File: config.mk
export PLATFORM = sky130hd
export DESIGN_NAME = parity_nibble_rx
export DESIGN_NICKNAME = d
export VERILOG_FILES = /design/src/rtl/parity_nibble_rx.sv
export SDC_FILE = /design/constraint.sdc
export NUM_CORES = 1
export LEC_CHECK = 0
export BUFFER_PORTS_ARGS = -buffer_cell sky130_fd_sc_hd__buf_4
export CORE_MARGIN = 4
export CORE_UTILIZATION = 31
export DETAILED_ROUTE_END_ITERATION = 10
export GPL_TIMING_DRIVEN = 0
export MAX_ROUTING_LAYER = met4
export SETUP_SLACK_MARGIN = 0.5
export SYNTH_ARGS = -nofsm -noshare
export SYNTH_HDL_FRONTEND = slang
export SYNTH_SLANG_ARGS = --single-unit
File: constraint.sdc
create_clock -name clk -period 1.9 [get_ports clk]
set_clock_uncertainty 0.05 [all_clocks]
set_input_delay 0.475 -clock clk [delete_from_list [all_inputs] [get_ports clk]]
set_output_delay 0.475 -clock clk [all_outputs]
set_load 0.01 [all_outputs]
File: src/rtl/parity_nibble_rx.sv
// Serial receiver for start + 4 data (LSB first) + parity + stop frames.
// Oversamples an asynchronous idle-high line and reports each frame with a one-cycle valid strobe.
`timescale 1ns/1ps
module parity_nibble_rx #(
  parameter int CLKS_PER_BIT = 868,
  parameter bit PARITY_ODD   = 1'b0
) (
  input  logic       clk,
  input  logic       rst_n,
  input  logic       rx,
  output logic [3:0] data,
  output logic       valid,
  output logic       parity_err,
  output logic       frame_err,
  output logic       busy
);

  localparam int CW = $clog2(CLKS_PER_BIT);
  // The edge-detect cycle in IDLE already counts toward the half-bit wait.
  localparam logic [CW-1:0] HALF_LAST = CW'(CLKS_PER_BIT / 2 - 2);
  localparam logic [CW-1:0] BIT_LAST  = CW'(CLKS_PER_BIT - 1);

  typedef enum logic [2:0] {
    S_IDLE,
    S_START,
    S_DATA,
    S_PARITY,
    S_STOP
  } state_t;

  state_t        state_q, state_d;
  logic          rx_meta_q, rx_sync_q, rx_dly_q;
  logic [CW-1:0] cnt_q, cnt_d;
  logic [1:0]    idx_q, idx_d;
  logic [3:0]    shift_q, shift_d;
  logic          par_q, par_d;
  logic          stop_q, stop_d;
  logic          done_q, done_d;
  logic [3:0]    data_q, data_d;
  logic          valid_q, valid_d;
  logic          perr_q, perr_d;
  logic          ferr_q, ferr_d;
  logic          tick_half, tick_bit;

  always_ff @(posedge clk or negedge rst_n) begin
    if (!rst_n) begin
      rx_meta_q <= 1'b1;
      rx_sync_q <= 1'b1;
      rx_dly_q  <= 1'b1;
    end else begin
      rx_meta_q <= rx;
      rx_sync_q <= rx_meta_q;
      rx_dly_q  <= rx_sync_q;
    end
  end

  always_ff @(posedge clk or negedge rst_n) begin
    if (!rst_n) begin
      state_q <= S_IDLE;
      cnt_q   <= '0;
      idx_q   <= '0;
      shift_q <= '0;
      par_q   <= 1'b0;
      stop_q  <= 1'b1;
      done_q  <= 1'b0;
      data_q  <= '0;
      valid_q <= 1'b0;
      perr_q  <= 1'b0;
      ferr_q  <= 1'b0;
    end else begin
      state_q <= state_d;
      cnt_q   <= cnt_d;
      idx_q   <= idx_d;
      shift_q <= shift_d;
      par_q   <= par_d;
      stop_q  <= stop_d;
      done_q  <= done_d;
      data_q  <= data_d;
      valid_q <= valid_d;
      perr_q  <= perr_d;
      ferr_q  <= ferr_d;
    end
  end

  assign tick_half = (cnt_q == HALF_LAST);
  assign tick_bit  = (cnt_q == BIT_LAST);

  always_comb begin
    state_d = state_q;
    cnt_d   = cnt_q;
    idx_d   = idx_q;
    shift_d = shift_q;
    par_d   = par_q;
    stop_d  = stop_q;
    done_d  = 1'b0;
    data_d  = data_q;
    valid_d = 1'b0;
    perr_d  = perr_q;
    ferr_d  = ferr_q;

    // Result is published one clock after the stop sample, independent of the FSM.
    if (done_q) begin
      valid_d = 1'b1;
      data_d  = shift_q;
      perr_d  = par_q ^ (^shift_q) ^ PARITY_ODD;
      ferr_d  = ~stop_q;
    end

    unique case (state_q)
      S_IDLE: begin
        cnt_d = '0;
        if (rx_dly_q && !rx_sync_q) begin
          state_d = S_START;
        end
      end
      S_START: begin
        if (tick_half) begin
          cnt_d = '0;
          if (!rx_sync_q) begin
            state_d = S_DATA;
            idx_d   = '0;
          end else begin
            state_d = S_IDLE;
          end
        end else begin
          cnt_d = cnt_q + CW'(1);
        end
      end
      S_DATA: begin
        if (tick_bit) begin
          cnt_d          = '0;
          shift_d[idx_q] = rx_sync_q;
          if (idx_q == 2'd3) begin
            state_d = S_PARITY;
          end else begin
            idx_d = idx_q + 2'd1;
          end
        end else begin
          cnt_d = cnt_q + CW'(1);
        end
      end
      S_PARITY: begin
        if (tick_bit) begin
          cnt_d   = '0;
          par_d   = rx_sync_q;
          state_d = S_STOP;
        end else begin
          cnt_d = cnt_q + CW'(1);
        end
      end
      S_STOP: begin
        if (tick_bit) begin
          cnt_d   = '0;
          stop_d  = rx_sync_q;
          done_d  = 1'b1;
          state_d = S_IDLE;
        end else begin
          cnt_d = cnt_q + CW'(1);
        end
      end
      default: begin
        state_d = S_IDLE;
        cnt_d   = '0;
      end
    endcase
  end

  assign data       = data_q;
  assign valid      = valid_q;
  assign parity_err = perr_q;
  assign frame_err  = ferr_q;
  assign busy       = (state_q != S_IDLE);

endmodule

* After elaboration in Yosys (flattened, before gate mapping) *
Cells that the tools add are included.

operators by class
  equal/unequal tests = 15
  magnitude comparators = 2
  $mul = 0
  div/mod/pow operators = 0
  muxes and demuxes = 22
  bitwise gates (word level) = 2
  reduce and logical (&&, ||, !) cells = 13
  shift-type cells = 0
  $add $sub $neg = 2

operator list
  operator                                                                      count
  10-bit 2-to-1 mux                                                             2
  10-bit one-hot mux with 2 select lines                                        1
  3-bit 2-to-1 mux                                                              6
  2-bit != test, second input constant                                          8
  3-bit one-hot mux with 5 select lines                                         1
  10-bit by 1-bit adder with 10-bit output, second input constant               1
  10-bit == test, second input constant                                         1
  10-bit by 9-bit == test with 1-bit output, second input constant              1
  2-bit 2-to-1 mux                                                              5
  3-bit by 2-bit == test with 1-bit output, second input constant               2
  2-bit AND reduction                                                           3
  6-bit AND reduction                                                           1
  5-bit AND reduction                                                           1
  4-bit bitwise mux                                                             1
  1-bit 2-to-1 mux                                                              4
  2-bit one-hot mux with 2 select lines                                         1
  4-bit XOR reduction                                                           1
  3-bit by 1-bit == test with 1-bit output, second input constant               1
  3-bit == test, second input constant                                          1
  3-bit logical NOT                                                             1
  2-bit by 3-bit less-than comparator with 1-bit output, second input constant  1
  3-bit nonzero test                                                            1
  3-bit OR reduction                                                            1
  2-bit by 1-bit adder with 2-bit output, second input constant                 1
  8 further kinds                                                               9

storage, ports and cells
  memory bits (read-only) = 0
  memories kept = 0
  register bits after elaboration = 32
  memory bits (writable) = 0
  latch bits = 0

* Depth between registers and ports, before layout *
  depth after elaboration = 5
  gate-level depth with buffers = 6
  gate-level depth less buffers = 6

* Worst setup path before layout *
No wires, ideal clock.

  path type = register -> register
  start point = register cnt_q[2]
  end point = register idx_q[0]
  buffers on the path = 0
  required time = 1763 ps
  stages on the path, launching flop included = 5
  period minus slack after synthesis = 1990 ps
  data arrival time = 1853 ps
  path slack = -90 ps
  cells stage by stage = dfrtp_1 -> or3b_4 -> or4_4 -> a2111o_1 -> o211ai_1

on the way
  longest elaborated chain between the ends = 3
  elaborated cells between the ends (all ways) = 5

ends and longest elaborated chain
  what                                                                         RTL line  RTL
  from (decl)                                                                  33        logic [CW-1:0] cnt_q, cnt_d;
  from (signal assigned)                                                       72        cnt_q <= cnt_d;
  10-bit == test or 10-bit by 9-bit == test with 1-bit output (tied branches)  86, 85
  2-bit != test (no line)                                                      --
  5-bit AND reduction (no line) *                                              --
  to (signal assigned)                                                         73        idx_q <= idx_d;
  to (decl)                                                                    34        logic [1:0] idx_q, idx_d;

Every way passes the cells marked *; elsewhere a longest branch is shown, timed or not.
A chain may end at the register's enable or synchronous reset.

* Worst setup path after layout *
  start point = register rx_sync_q
  end point = register idx_q[0]

on the way
  longest elaborated chain between the ends = 2

ends and longest elaborated chain
  what                           RTL line  RTL
  from (decl)                    32        logic rx_meta_q, rx_sync_q, rx_dly_q;
  from (signal assigned)         52        rx_sync_q <= rx_meta_q;
  2-bit != test (no line)        --
  5-bit AND reduction (no line)  --

No other way between the ends.

==> run_results.csv <==
group,metric,value,unit
timing,finalCriticalPeriod,1940,ps
floorplan,die_area,6240,sq um
critical_path,slowest_stage,"or4_4",
drt,viasPerCell,4.80,
timing,period_share,102,%
timing,worstMarginPinSlew,486,ps
timing,hold_viol,0,
place,gp_congestion,0.884,
timing,fin_ws,-44.5,ps
synthesis,synth_area_leader_cell,"dfrtp_1",
cts,cts_tree,"yes",
synthesis,synth-seq-area-share,51.6,%
synthesis,ys_ff_latch,32,
global_routing,grt_max_degree,33,
timing,fin_hold_ws,65.9,ps
critical_path,crit_type,"register to register",
cts,cts_made_buffers,5,
critical_path,worst-path-max-fanout,4,
floorplan,initial_utilization,32.4,%
critical_path,critical_path.reg2reg.startpoint,"rx_sync_q",
drt,wirelength,3450,um
cts,clk_path_buf_depth,2,
cts,cts.clk_slew.worst_paths,70,ps
drt,dr_total_vias,1152,
critical_path,cp_slowest_stage_delay,590,ps
critical_path,r2r_slack,-40,ps
drt,wl_per_cell,14.4,um
timing,relSlewSlack,67.5,%
global_routing,grt_pass1_vias,1240,
cts,h-tree-depth,2,
timing,slew_viol_final,0,
critical_path,cp.depth,4,
timing,setup_viol,1,
pwr,p_leak,0.972,nW
critical_path,rr_worst_depth,4,
finish,syn_to_final_growth,38.3,%
synthesis,synth_nets,147,
global_routing,grt_first_pass_wirelength,5800,um
critical_path,cp_top_family,"simple AND/OR/NAND/NOR gates",
drt,ant_nets,0,
critical_path,worstPathRequired,2050,ps
cts,cts.sinks,32,
job,maxCapViolations,0,
pwr,powerDensity,882,nW/um^2
run_status,status,"complete, but fails checks",
synthesis,synth.area.top_cells,"dfrtp_1 45%, mux2_2 7.9%, dfstp_2 6.7%, xnor2_1 5.6%, ha_1 4.8%",
floorplan,coreArea,4820,sq um
drt,drt_pass1_iterations,4,
floorplan,die_h,79,um
synthesis,synth_cell_types,37,
synthesis,async_reset_ff_share,100,%
synthesis,ys.flop_type,"dfrtp_1",
global_routing,overflow,0,
critical_path,worstPathCellList,"or3b_4, or4_4, a2111o_1, o211ai_1",
synthesis,synth_edf_count,0,
global_routing,antenna_found_initial,0,
finish,nets,181,
drt,drc,0,
synthesis,syn_area_per_cell,11.3,sq um
cts,clock_latency,280,ps
drt,dr.first_iter.drc_count,53,
critical_path,cp-end-kind,"register",
timing,rsz0062_at_grt,"true",
place,port_buffers,10,
finish,drive_above_1_share,48.0,%
critical_path,worstPathArrival,2100,ps
synthesis,yosys_warnings,0,
floorplan,ios,11,
timing,clock.fmax,514,MHz
place,hpwlAfterDp,2140,um
synthesis,netlist_instances,138,
finish,final_util,44.9,%
pwr,irDropWorstVdd,0.000591,V
critical_path,startpoint_type,"register",
synthesis,synth_top_area_share,44.8,%
global_routing,track_usage,12.3,%
critical_path,reg2reg_to,"idx_q[0]",
floorplan,row_count,25,
finish,diodes,0,
hold_path,hp-class,"input port to asynchronous set/reset pin",
synthesis,synth_common_cells,"28 x dfrtp_1, 12 x nor2_1, 11 x mux2_2, 10 x nand3_1, 10 x xnor2_1",
critical_path,worstPathBufferInverterCount,0,
synthesis,yosys.cell_count.top_type,"dfrtp_1",
floorplan,die_x,79,um
synthesis,syn_area,1560,sq um
run_status,violations,"setup timing",
cts,root_buffer,"clkbuf_8",
## area by class of cell
cell class	count	area, sq um
Buffer	3	18.8
Clock inverter	2	35.0
Sequential cell	32	808
Fill cell	467	2660
Timing Repair Buffer	27	218
Multi-Input combinational cell	96	898
Clock buffer	6	72.6
Tap cell	67	83.8
Inverter	7	26.3
## worst max-delay path by stage
stage | start | end
floorplan | state_q[0] | idx_q[0]
global placement | state_q[0] | idx_q[0]
detailed placement | state_q[0] | idx_q[1]
CTS | state_q[1] | idx_q[0]
global route | rx_sync_q | idx_q[0]
finish | rx_sync_q | idx_q[0]
## layer usage
layer | global-route usage [%] | up-vias | part of all wire, %
li1 | - | 554 | -
met1 | 14.3 | 571 | 42
met2 | 19.1 | 20 | 53
met3 | 3.74 | 7 | 4.3
met4 | 6.53 | 0 | 1.6
met5 | - | - | 0
## through the flow
stage          power, mW  setup WS [ps]  cells  TNS, ps  area [sq um]
2_1_floorplan      0.976          -7.48    138    -7.48          1600
3_3_place_gp        1.05          -87.5    215     -479          1760
3_5_place_dp        1.06           -112    215    -1160          1760
4_1_cts             1.81          -41.6    234    -80.0          2020
5_1_grt             2.01          -72.2    240     -152          2160
6_report            1.91          -44.5    240    -44.5          2160
## cells by family (layout without fill, tap and decap cells)
kind of cell | Yosys count | after routing | synth area share (%)
compound gates | 15 | 15 | 6.81
xor+xnor | 12 | 12 | 6.73
fa+ha+maj | 6 | 6 | 4.80
buf+inv | 10 | 45 | 2.40
flops | 32 | 32 | 51.6
mux | 12 | 12 | 8.57
simple gates | 51 | 51 | 19.1
## power breakdown
part | leakage [nW] | switching [mW] | internal, mW
clock | 0.0552 | 0.247 | 0.389
combinational | 0.494 | 0.245 | 0.253
sequential | 0.422 | 0.0376 | 0.734
total | 0.972 | 0.530 | 1.38
## sequential cells by signal (all words and copies together) (netlist names)
register    cells
cnt_q          10
data            4
done_q          1
frame_err       1
idx_q           2
par_q           1
parity_err      1
rx_dly_q        1
rx_meta_q       1
rx_sync_q       1
shift_q         4
state_q         3
stop_q          1
valid           1
## cell usage in the layout (no fill, tap or decap), types with 3 or more instances in the layout
| cell type | n |
|---|---|
| dfrtp_1 | 26 |
| mux2_2 | 5 |
| clkbuf_8 | 5 |
| mux2_4 | 6 |
| ha_1 | 5 |
| a21oi_1 | 4 |
| nor2_4 | 4 |
| or3b_4 | 3 |
| buf_6 | 4 |
| xnor2_1 | 10 |
| nand3_1 | 9 |
| nor2_1 | 3 |
| nor2_2 | 5 |
| dfstp_2 | 4 |
| and3_1 | 3 |
| or3_1 | 3 |
| buf_4 | 23 |
| inv_1 | 7 |
| nand2_1 | 3 |
## what timing repair did
action | 4_1_cts | 5_1_grt
setup endpoints to repair | 22 | 23
setup buffers | 11 | 6
gates resized for setup | 20 | 23
pin swaps | 3 | 4
hold buffers | 0 | 0
Power figures use the tool's default switching activity.
